[config.mk]
export PLATFORM = sky130hd
export DESIGN_NAME = if_fetch_stage
export DESIGN_NICKNAME = d
export VERILOG_FILES = /design/src/rtl/if_fetch_stage.sv
export SDC_FILE = /design/constraint.sdc
export NUM_CORES = 1
export LEC_CHECK = 0
export BUFFER_PORTS_ARGS = -buffer_cell sky130_fd_sc_hd__buf_2
export CAP_MARGIN = 40
export CORE_MARGIN = 4
export CORE_UTILIZATION = 50
export DETAILED_ROUTE_END_ITERATION = 10
export HOLD_SLACK_MARGIN = 0.05
export PLACE_DENSITY_LB_ADDON = 0.25
export SLEW_MARGIN = 20
export SYNTH_ARGS = -nofsm -noshare
export SYNTH_HDL_FRONTEND = slang
export SYNTH_SLANG_ARGS = --single-unit
[constraint.sdc]
create_clock -name clk -period 4.05 [get_ports clk]
set_input_delay 0.2025 -clock clk [delete_from_list [all_inputs] [get_ports clk]]
set_output_delay 0.2025 -clock clk [all_outputs]
set_load 0.1 [all_outputs]
[src/rtl/if_fetch_stage.sv]
// Instruction-fetch stage: owns the PC, addresses the combinational instruction
// memory and loads the IF/ID pipeline register with the returned word and PC+4.
module if_fetch_stage #(
    parameter logic [31:0] RESET_PC   = 32'h0000_0000,
    parameter int unsigned IMEM_BYTES = 256
) (
    input  logic        clk,
    input  logic        rst_n,
    input  logic        stall,
    input  logic        flush,
    input  logic        branch_taken,
    input  logic [31:0] branch_target,
    input  logic        jump,
    input  logic [31:0] jump_target,
    output logic [31:0] imem_addr,
    input  logic [31:0] imem_inst,
    output logic [31:0] if_id_inst,
    output logic [31:0] if_id_pc4,
    output logic        if_id_valid,
    output logic        fetch_done,
    output logic [31:0] fetch_count
);

    localparam logic [31:0] IMEM_LIMIT = 32'(IMEM_BYTES);

    logic [31:0] r_pc;
    logic [31:0] r_inst;
    logic [31:0] r_pc4;
    logic        r_valid;
    logic [31:0] r_count;

    logic [31:0] w_pc_plus4;
    logic [31:0] w_pc_next;
    logic        w_done;
    logic        w_load_valid;

    assign w_pc_plus4   = r_pc + 32'd4;
    assign w_done       = (r_pc >= IMEM_LIMIT);
    assign w_load_valid = !flush && !stall && !w_done;

    // Redirect targets are forced word-aligned; a stalled cycle drops redirects
    // because the hazard unit presents them again.
    always_comb begin
        w_pc_next = r_pc;
        if (stall) begin
            w_pc_next = r_pc;
        end else if (branch_taken) begin
            w_pc_next = {branch_target[31:2], 2'b00};
        end else if (jump) begin
            w_pc_next = {jump_target[31:2], 2'b00};
        end else if (w_done) begin
            w_pc_next = r_pc;
        end else begin
            w_pc_next = w_pc_plus4;
        end
    end

    always_ff @(posedge clk) begin
        if (!rst_n) begin
            r_pc    <= RESET_PC;
            r_inst  <= 32'd0;
            r_pc4   <= 32'd0;
            r_valid <= 1'b0;
            r_count <= 32'd0;
        end else begin
            r_pc <= w_pc_next;
            if (flush || (!stall && w_done)) begin
                r_inst  <= 32'd0;
                r_pc4   <= 32'd0;
                r_valid <= 1'b0;
            end else if (!stall) begin
                r_inst  <= imem_inst;
                r_pc4   <= w_pc_plus4;
                r_valid <= 1'b1;
            end
            if (w_load_valid && (r_count != 32'hFFFF_FFFF)) begin
                r_count <= r_count + 32'd1;
            end
        end
    end

    assign imem_addr   = r_pc;
    assign fetch_done  = w_done;
    assign if_id_inst  = r_inst;
    assign if_id_pc4   = r_pc4;
    assign if_id_valid = r_valid;
    assign fetch_count = r_count;

endmodule

== Word level (Yosys, flattened, before mapping) ==
Cells that the tools add are included.

* Word-level logic and storage cells: 25
* Flip-flop bits (word level): 129
* Output and inout bits: 130
* Input bits: 102

* $add $sub $neg: 2
* Multiplexer cells: 3
* Bitwise operators: 2
* Reduce and logical (&&, ||, !) cells: 10
* Order comparisons: 1
* Equal/unequal tests: 2

{| class="wikitable"
|+ Operators by type and width
! operator !! number
|-
| $mux 32 || 3
|-
| $add 32x1->32 const B || 1
|-
| $add 32x3->32 const B || 1
|-
| $ge 32x9->1 const B || 1
|-
| $ne 32x32->1 const B || 1
|-
| $logic_and 1x1->1 || 4
|-
| $logic_not 1->1 || 3
|-
| $ne 3x3->1 const B || 1
|-
| $not 1->1 || 2
|-
| $reduce_and 2->1 || 1
|-
| $reduce_or 2->1 || 1
|-
| $logic_or 1x1->1 || 1
|}

== Depth between registers and ports, before layout ==
Gate-level depths: netlist (run 1).

* Word-level depth: 4
* Mapped depth: 9

== Least setup slack after synthesis (run 1) ==
OpenSTA, ideal clock, no wires.

* Kind: flip-flop to flip-flop
* Start point: register r_count[1], in the netlist fetch_count[1]
* End point: register r_count[20], in the netlist fetch_count[20]
* Setup slack: 1.073 ns
* Required time: 3.955 ns
* Library setup time: 0.095 ns
* Arrival: 2.881 ns
* Cell stages (with the launch flop): 10
* Period minus slack after synthesis: 2.977 ns
* Buffers on the path: 3
* Path through: dfxtp_1 > ha_1 > nand4_1 > nor3_1 > nor4bb_1 > buf_2 > buf_4 > buf_4 > nor2_1 > a221oi_1

* Word-level cells in the longest chain between the ends: 2
* Elaborated cells between the ends (all ways): 3
* Those cells by class: add/sub: 1; eq/ne: 1; reduce/logical: 1

{| class="wikitable"
|+ RTL lines
! element !! RTL line !! text
|-
| from (decl) || 30 || <nowiki>logic [31:0] r_count;</nowiki>
|-
| from (signal assigned) || 77 || <nowiki>r_count <= r_count + 32'd1;</nowiki>
|-
| parallel branches: the longest is 2 deep, another holds $add 32x1->32 || n/a ||
|}

Several ways; the timed one is not identified.
A chain may end at the register's enable or synchronous reset.

== Final worst setup path (run 1) ==
* Start point: register r_pc[8], in the netlist imem_addr[8]
* End point: register r_pc4[31], in the netlist if_id_pc4[31]

* Word-level cells in the longest chain between the ends: 4
* Elaborated cells between the ends (all ways): 5
* Those cells by class: add/sub: 1; order compare: 1; reduce/logical: 3

{| class="wikitable"
|+ RTL lines
! element !! RTL line !! text
|-
| from (decl) || 26 || <nowiki>logic [31:0] r_pc;</nowiki>
|-
| from (signal assigned) || 66 || <nowiki>r_pc <= w_pc_next;</nowiki>
|-
| $ge 32x9->1 || 38 || <nowiki>assign w_done = (r_pc >= IMEM_LIMIT);</nowiki>
|-
| $logic_and 1x1->1 || 67 || <nowiki>if (flush || (!stall && w_done)) begin</nowiki>
|-
| $logic_or 1x1->1 || 67 ||
|-
| $reduce_or 2->1 (no line) || n/a ||
|-
| to (signal assigned) || 73 || <nowiki>r_pc4 <= w_pc_plus4;</nowiki>
|-
| to (decl) || 28 || <nowiki>logic [31:0] r_pc4;</nowiki>
|}

Parallel ways exist; a longest one is shown, timed or not.

==> impl_metrics.tcl, run 1 <==
set metrics [dict create \
    status "finished clean" \
    hold_violations 0 \
    setup_viol 0 \
    post-route-util 0.696 \
    max_stage_delay_ns 0.72 \
    firstDrtPassIters 5 \
    diodes 0 \
    layout-drive-gt1-share 0.282 \
    cp.arrival_ns 3.14 \
    layout_min_cycle_time_ns 2.80 \
    dp_hpwl_mm 13.4 \
    powerDensity_nw_per_um2 426 \
    grt_pass1_vias 6319 \
    synth_edf_count 0 \
    synth.distinct_cells 60 \
    leakage_nw 3.59 \
    ys_seq_elements 125 \
    finalClockSkew_ns 0.00669 \
    cts_tree "built" \
    drtAntennaViolNets 0 \
    grt_max_degree 43 \
    cts_setup_buffers 0 \
    clk_path_buf_depth 2 \
    vias_per_cell 5.71 \
    path_max_fanout 36 \
    first_iter_violations 500 \
    slew_headroom 0.467 \
    clkTransAtPathRegs_ns 0.06 \
    mostFrequentLayoutCell "buf_2" \
    final_cell_mix "223 x buf_2, 125 x dfxtp_1, 82 x nor2_1" \
    dieArea_um2 14200 \
    synthesis.area_um2 6180 \
    drv_slew 0 \
    yosys_most_used_dff "dfxtp_1" \
    ys_top_cells_by_area "dfxtp_1 41%, mux2i_1 7.5%, nor2_1 5.0%, nand2_1 4.1%, a21oi_1 4.1%" \
    die_x_um 119 \
    netlist_instances 744 \
    row_count 40 \
    hold_path_class "primary input to flop" \
    worst_pin_slew_ns 0.793 \
    dpl_cell_area_um2 7360 \
    yosys.area.top_type "dfxtp_1" \
    port_buffers 223 \
    drc 0 \
    ys_warn_count 0 \
    gp_congestion 0.871 \
    cp-end-kind "flop" \
    grt_first_pass_wirelength_mm 32.5 \
    stdcell_area_um2 8400 \
    ios 232 \
    finalCritPeriodShare 0.691 \
    max_freq_mhz 357 \
    drt_wl_total_mm 20.5 \
    path_cells "nor4_1 > and4_1 > a21oi_1 > or3_2 > buf_12 > nor3_1" \
    synthArstFlopShare 0 \
    crit_path_start_kind "flop" \
    synth_top_area_frac 0.405 \
    wl_per_cell_um 17.7 \
    final_nets 1085 \
    cap_violations 0 \
    clk_latency_ns 0.42 \
    critPathSlowestCell "or3_2" \
    ir_worst_vdd_mv 0.372 \
    ys_seq_area_frac 0.405 \
    rsz0062_at_grt "no" \
    finalSetupTns_ns 0 \
    nFillCells 966 \
    whs_ns 0.0698 \
    antenna_found_initial 0 \
    vias 6629 \
    area_delta_synth_final_pct 35.9 \
    grt_util_all_layers 0.285 \
    grt-ovfl-total 0 \
    cts_sinks 125 \
    crit_type "flop to flop" \
    cp.required_ns 4.40 \
    clock-root-buffer "clkbuf_16" \
    start_util 0.512 \
    core_um2 12100 \
    avgSynthCellArea_um2 8.30 \
    h-tree-depth 4 \
    numCtsBuffers 17 \
    die_height_um 119 \
]
worst max-delay path: cells and delay by family (launching register included):
family                 cells  cell delay, ns
and+or+nand+nor            4            1.85
DFF                        1            0.44
buffers and inverters      1            0.28
AOI/OAI and AO/OA          1            0.14
synth_stat cells, types with 3 or more instances:
cell	n
buf_4	6
o21a_1	3
and4_1	4
ha_1	3
xnor2_1	15
nor2_1	82
a22o_1	4
and3_1	6
or4_1	25
buf_2	9
o211ai_1	4
o311ai_0	3
nand3_1	27
mux2i_1	46
a22oi_1	7
a211oi_1	19
inv_1	17
a31oi_1	8
or3_1	7
a21oi_1	50
clkbuf_1	43
nor2b_1	3
dfxtp_1	125
nor3_1	19
nand2_1	68
nand2b_1	11
xor2_1	6
nand4_1	19
o31ai_1	26
o21ai_0	29
o41ai_1	6
nor4_1	9
report_power, final:
group	leakage (nW)	internal, mW	switching, mW	total (mW)
registers	1.01	1.27	0.0580	1.32
clock network	0.304	1.05	0.556	1.61
logic	2.28	0.176	0.464	0.640
total	3.59	2.49	1.08	3.57
state kept, by name, summed over array words and instances, names as in the netlist:
register	cells
if_id_pc4	30
if_id_inst	32
if_id_valid	1
fetch_count	32
imem_addr	30
stage by stage:
stage / total power [mW] / setup slack, ns / cells
4_1_cts: 3.58 / 1.26 / 1159
6_report: 3.57 / 1.25 / 1160
3_5_place_dp: 1.94 / 1.28 / 1089
3_3_place_gp: 1.94 / 1.27 / 1087
2_1_floorplan: 1.80 / 1.07 / 747
5_1_grt: 3.68 / 1.20 / 1160
worst paths after layout:
path	startpoint	endpoint	cells after the start	slack, ns
min reg2reg	if_id_pc4[10]	if_id_pc4[10]	2	0.46
max reg2reg	imem_addr[8]	if_id_pc4[31]	6	1.25
max	imem_addr[8]	if_id_pc4[31]	6	1.25
min	branch_target[18]	imem_addr[18]	3	0.07
final cells by class:
cell class / count / area, um2 / area share
Multi-Input combinational cell: 543 / 3360 / 0.400
Clock buffer: 19 / 453 / 0.0539
Clock inverter: 12 / 169 / 0.0201
Tap cell: 168 / 210 / 0.0250
Inverter: 18 / 67.6 / 0.00805
Timing Repair Buffer: 275 / 1640 / 0.195
Sequential cell: 125 / 2500 / 0.298
cells by family after synthesis:
logic type	synth area share
AO/OA/AOI/OAI	0.185
XOR/XNOR	0.0298
adder cells (fa/ha/maj)	0.00608
buffers and inverters	0.0559
flip-flops	0.405
multiplexers	0.0764
other	0.000607
AND/OR/NAND/NOR	0.241
repair_timing:
item                                    in CTS  in global routing
endpoints found under the hold margin       39                  0
resized for setup                            0                  0
hold buffers                                39                  0
endpoints found under the setup margin       0                  0
layer usage:
metal  global-route usage  part of all wire  vias up
li1                     -                 -     3199
met1                0.360              0.40     3071
met2                0.448              0.47      318
met3                0.104             0.098       41
met4                0.103             0.024        0
met5                    0                 0        -
(Power assumes the default switching activity.)
==> run 2: changes to the inputs <==
--- a/config.mk
+++ b/config.mk
@@ -8,7 +8,7 @@
 export BUFFER_PORTS_ARGS = -buffer_cell sky130_fd_sc_hd__buf_2
 export CAP_MARGIN = 40
 export CORE_MARGIN = 4
-export CORE_UTILIZATION = 50
+export CORE_UTILIZATION = 45
 export DETAILED_ROUTE_END_ITERATION = 10
 export HOLD_SLACK_MARGIN = 0.05
 export PLACE_DENSITY_LB_ADDON = 0.25
==> constraint.sdc (replaced) <==
create_clock -name clk -period 2.35 [get_ports clk]
set_input_delay 0.1175 -clock clk [delete_from_list [all_inputs] [get_ports clk]]
set_output_delay 0.1175 -clock clk [all_outputs]
set_load 0.1 [all_outputs]
==> run 2 against run 1 <==
Sequential cell count stayed put. Register-to-register slack lost 1.2 ns. First-iteration DRC count decreased by 5.2%. Clock power increased by 57%. Setup slack got worse by 1.2 ns. Total power is 67% higher. Worst hold slack gained 0.0023 ns. Sequential power increased by 70%. Combinational power increased by 86%. Cell area is 5.0% higher. Count of clock-buffer cells in the layout rose by 8. Via count is 2.6% higher. Critical path type unchanged. Highest routed layer is now met5.
==> impl_metrics.tcl, run 2 (synthesis gave the netlist of run 1 again) <==
set metrics [dict create \
    status "finished clean" \
    numCtsBuffers 17 \
    grt-ovfl-total 0 \
    worst_pin_slew_ns 0.673 \
    vias 6803 \
    h-tree-depth 4 \
    crit_path_start_kind "flop" \
    ir_worst_vdd_mv 0.440 \
    placedCellCount 1121 \
    start_util 0.463 \
    grt_util_all_layers 0.259 \
    nFillCells 1175 \
    cp.arrival_ns 2.66 \
    wl_per_cell_um 17.4 \
    area_delta_synth_final_pct 42.7 \
    dp_hpwl_mm 14.1 \
    dpl_cell_area_um2 7670 \
    layout_min_cycle_time_ns 2.30 \
    grt_first_pass_wirelength_mm 33.0 \
    max_freq_mhz 435 \
    drt_wl_total_mm 21.1 \
    cap_violations 0 \
    finalCritPeriodShare 0.977 \
    firstDrtPassIters 5 \
    mostFrequentLayoutCell "buf_2" \
    dieArea_um2 15700 \
    die_height_um 125 \
    leakage_nw 3.79 \
    finalSetupTns_ns 0 \
    grt_pass1_vias 6401 \
    drc 0 \
    antenna_found_initial 8 \
    powerDensity_nw_per_um2 675 \
    vias_per_cell 5.62 \
    cp.required_ns 2.71 \
    rsz0062_at_grt "yes" \
    core_um2 13300 \
    whs_ns 0.0721 \
    grt_max_degree 46 \
    final_nets 1120 \
    die_x_um 125 \
    layout-drive-gt1-share 0.355 \
    finalClockSkew_ns 0.00902 \
    stdcell_area_um2 8810 \
    crit_type "flop to flop" \
    total_power_mw 5.95 \
    setup_viol 0 \
    first_iter_violations 474 \
    cts_tree "built" \
    cp-end-kind "flop" \
    cts_sinks 125 \
    gp_congestion 0.898 \
    clock-root-buffer "clkbuf_16" \
    ios 232 \
    final_cell_mix "223 x buf_2, 82 x nor2_1, 67 x nand2_1" \
    hold_path_class "primary input to flop" \
    fin_cells 1211 \
    clk_path_buf_depth 2 \
    path_max_fanout 7 \
    port_buffers 223 \
    row_count 42 \
    clk_latency_ns 0.42 \
    slew_headroom 0.551 \
    clkTransAtPathRegs_ns 0.06 \
    drtAntennaViolNets 0 \
    drv_slew 0 \
    hold_violations 0 \
]
## run 2: cell count changes in the layout (fill, tap and decap cells not counted), moves of 2 or more
cell,delta
clkinvlp_4,-2
nor4_2,+3
dfxtp_2,+43
buf_4,+23
clkbuf_16,+2
dfxtp_1,-60
dfxtp_4,+17
clkbuf_1,+4
nor4_1,-3
diode_2,+7
clkbuf_8,+2
dlygate4sd3_1,+12
bufinv_16,-4
## run 2: path summary, 6_finish.rpt
kind | endpoint | start | cells past startpoint | slack (ns)
max reg2reg | imem_addr[14] | imem_addr[3] | 8 | 0.05
max | imem_addr[14] | imem_addr[3] | 8 | 0.05
min | imem_addr[8] | branch_target[8] | 4 | 0.07
min reg2reg | if_id_valid | if_id_valid | 1 | 0.46
## run 2: routing by layer
layer,vias to the layer above,global-route usage,wire length [um],share of wire
met5,-,0,26,0.0012
met4,4,0.138,824,0.039
met3,65,0.0797,1710,0.081
met2,275,0.400,9740,0.46
met1,3185,0.326,8750,0.42
li1,3274,-,-,-
## run 2: per-stage QoR
stage / utilization / worst slack (ns)
CTS: 0.656 / 0.0736
global route: 0.660 / -0.0152
detailed placement: 0.575 / 0.0907
floorplan: - / 0.00895
global placement: 0.575 / 0.119
finish: 0.660 / 0.0536
## run 2: timing repair
item,CTS,global route
resized for setup,0,7
hold endpoints to repair,48,0
hold buffers,51,0
setup endpoints to repair,0,49
buffers inserted,0,0
## run 2: report_power, final
part | internal (mW) | switching, mW
combinational | 0.347 | 0.840
sequential | 2.18 | 0.0675
clock | 1.58 | 0.938
## run 2: area by class of cell
class                   count  area, um2  area share
clock inverters             5       25.0     0.00284
well taps                 176        220      0.0250
diodes                      7       17.5     0.00199
flip-flops and latches    125       2620       0.297
repair buffers            310       1910       0.217
inverters                  18       67.6     0.00767
multi-input cells         543       3400       0.386
clock buffers              27        546      0.0619
## run 2: worst max-delay path: stages, from the launching register on
cell and delay, ns:
dfxtp_4 0.39, ha_1 0.19, buf_4 0.15, and3_1 0.18
nand3_1 0.11, nor4b_1 0.37, a221o_1 0.18, dlygate4sd3_1 0.55
a22o_1 0.12
==> run 3: changes to the inputs <==
--- a/config.mk
+++ b/config.mk
@@ -8,7 +8,7 @@
 export BUFFER_PORTS_ARGS = -buffer_cell sky130_fd_sc_hd__buf_2
 export CAP_MARGIN = 40
 export CORE_MARGIN = 4
-export CORE_UTILIZATION = 45
+export CORE_UTILIZATION = 50
 export DETAILED_ROUTE_END_ITERATION = 10
 export HOLD_SLACK_MARGIN = 0.05
 export PLACE_DENSITY_LB_ADDON = 0.25
==> constraint.sdc (replaced) <==
create_clock -name clk -period 2.72 [get_ports clk]
set_input_delay 0.136 -clock clk [delete_from_list [all_inputs] [get_ports clk]]
set_output_delay 0.136 -clock clk [all_outputs]
set_load 0.1 [all_outputs]
==> run 3 against run 2 <==
Wire length is 1.8% lower. Total power is 7.2% lower. Cell count is 2.8% lower. Worst hold slack worse by 0.0077 ns. First-iteration DRC count is 7.2% higher. Clock power is 2% higher. Sequential power is 13% lower. Cell area is 2.7% lower. Setup slack better by 0.21 ns. Clock skew is 0.0015 ns lower. Global-route usage is 2.8 points higher. Critical path type unchanged. Highest routed layer unchanged.
==> impl_metrics.tcl, run 3 (synthesis gave the netlist of run 1 again) <==
set metrics [dict create \
    clock-root-buffer "clkbuf_16" \
    max_freq_mhz 407 \
    core_um2 12100 \
    crit_path_start_kind "flop" \
    critPathSlowestCell "or4_1" \
    cap_violations 0 \
    ios 232 \
    hold_violations 0 \
    area_delta_synth_final_pct 38.9 \
    grt_max_degree 62 \
    vias_per_cell 5.74 \
    cp.required_ns 3.06 \
    mostFrequentLayoutCell "buf_2" \
    intPower_mw 3.89 \
    clkTransAtPathRegs_ns 0.05 \
    fin_cells 1177 \
    numCtsBuffers 17 \
    clk_latency_ns 0.43 \
    cts_sinks 125 \
    post-place-ws_ns 0.381 \
    clk_path_buf_depth 2 \
    first_iter_violations 508 \
    grt_util_all_layers 0.288 \
    met3WireLength_mm 1.80 \
    cts_setup_buffers 0 \
    powerDensity_nw_per_um2 644 \
    drv_slew 0 \
    worst_slack_ns 0.265 \
    worst_pin_slew_ns 0.571 \
    whs_ns 0.0644 \
    row_count 40 \
    grt_pass1_vias 6440 \
    finalCritPeriodShare 0.903 \
    h-tree-depth 4 \
    cp-end-kind "flop" \
    comb_power_share 0.178 \
    path_cells "ha_1 > nand3_1 > or4_1 > nor4_1 > xnor2_1 > a211oi_1" \
    cpLargestDelayFamily "simple AND/OR/NAND/NOR gates" \
    path_max_fanout 9 \
    final_nets 1100 \
    max_stage_delay_ns 0.72 \
    dr_wl_met2_mm 9.80 \
    dp_hpwl_mm 13.7 \
    wl_met1_mm 8.60 \
    rsz0062_at_grt "no" \
    die_x_um 119 \
    drc 0 \
    layout_min_cycle_time_ns 2.46 \
    grt-ovfl-total 0 \
    die_height_um 119 \
    layout-drive-gt1-share 0.306 \
    cts_hold_buf 44 \
    setup_viol 0 \
    leakage_nw 3.70 \
    hold_path_class "primary input to flop" \
    antenna_found_initial 3 \
    cts_tree "built" \
    p_seq_frac 0.355 \
    status "finished clean" \
    crit_type "flop to flop" \
    slew_headroom 0.619 \
    power.switching_mw 1.63 \
    finalClockSkew_ns 0.00750 \
    vias 6760 \
    placedCellCount 1100 \
    crit_buf_inv 0 \
    port_buffers 223 \
    post-route-util 0.711 \
    routed.top_layer "met5" \
    cp.arrival_ns 2.79 \
    ir_worst_vdd_mv 0.458 \
    sw_frac_of_total 0.295 \
    clkPwrFrac 0.467 \
    drtAntennaViolNets 0 \
    post_cts_resized 0 \
    firstDrtPassIters 5 \
    dieArea_um2 14200 \
    final_cell_mix "223 x buf_2, 107 x dfxtp_1, 82 x nor2_1" \
    drt_wl_total_mm 20.7 \
    grt_first_pass_wirelength_mm 32.8 \
    start_util 0.512 \
    gp_congestion 0.898 \
    wl_per_cell_um 17.6 \
]
==> run 3: cell types whose count changed in the layout (fill, tap and decap cells not counted), sizes merged <==
| cell | before | now |
|---|---|---|
| buf | 259 | 246 |
| clkbuf | 27 | 19 |
| dlygate4sd3 | 51 | 44 |
| bufinv | 0 | 6 |
| diode | 7 | 1 |
| clkinv | 6 | 8 |
==> run 3: path summary, 6_finish.rpt <==
check	startpoint	endpoint	slack, ns	depth (start not counted)
hold / removal	jump_target[12]	imem_addr[12]	0.06	3
setup reg to reg	imem_addr[2]	if_id_pc4[30]	0.26	6
hold reg to reg	if_id_pc4[16]	if_id_pc4[16]	0.46	2
setup / recovery	imem_addr[2]	if_id_pc4[30]	0.26	6
==> run 3: through the flow <==
step	instance area, um2	setup TNS, ns	total power, mW
after global placement	7470	0	2.91
after global routing	8580	0	5.68
final	8580	0	5.52
after detailed placement	7470	0	2.92
after floorplan	6210	-0.0310	2.69
after CTS	8580	0	5.53
==> run 3: metal layers <==
layer / vias to the layer above / global-route usage
met5: - / 0
li1: 3221 / -
met3: 40 / 0.0926
met2: 319 / 0.467
met1: 3176 / 0.356
met4: 4 / 0.108
==> run 3: area by class of cell <==
cell class / instances / area [um2]
fillers: 968 / 3480
multi-input cells: 543 / 3360
flip-flops and latches: 125 / 2520
repair buffers: 290 / 1750
clock buffers: 19 / 443
clock inverters: 13 / 219
well taps: 168 / 210
inverters: 18 / 67.6
diodes: 1 / 2.50
==> run 3: worst reg2reg max path, stage by stage, from the launching register on <==
cell and delay (ns):
dfxtp_2 0.43, ha_1 0.32, nand3_1 0.16, or4_1 0.72
nor4_1 0.33, xnor2_1 0.17, a211oi_1 0.26
==> run 3: power groups by stage <==
stage                     Clock [mW]  Sequential (mW)  Combinational (mW)
after detailed placement           0             2.00               0.919
after floorplan                    0             2.36               0.323
final                           2.58             1.96               0.982
after CTS                       2.60             1.96               0.972
after global placement             0             2.00               0.912
after global routing            2.68             1.97                1.03
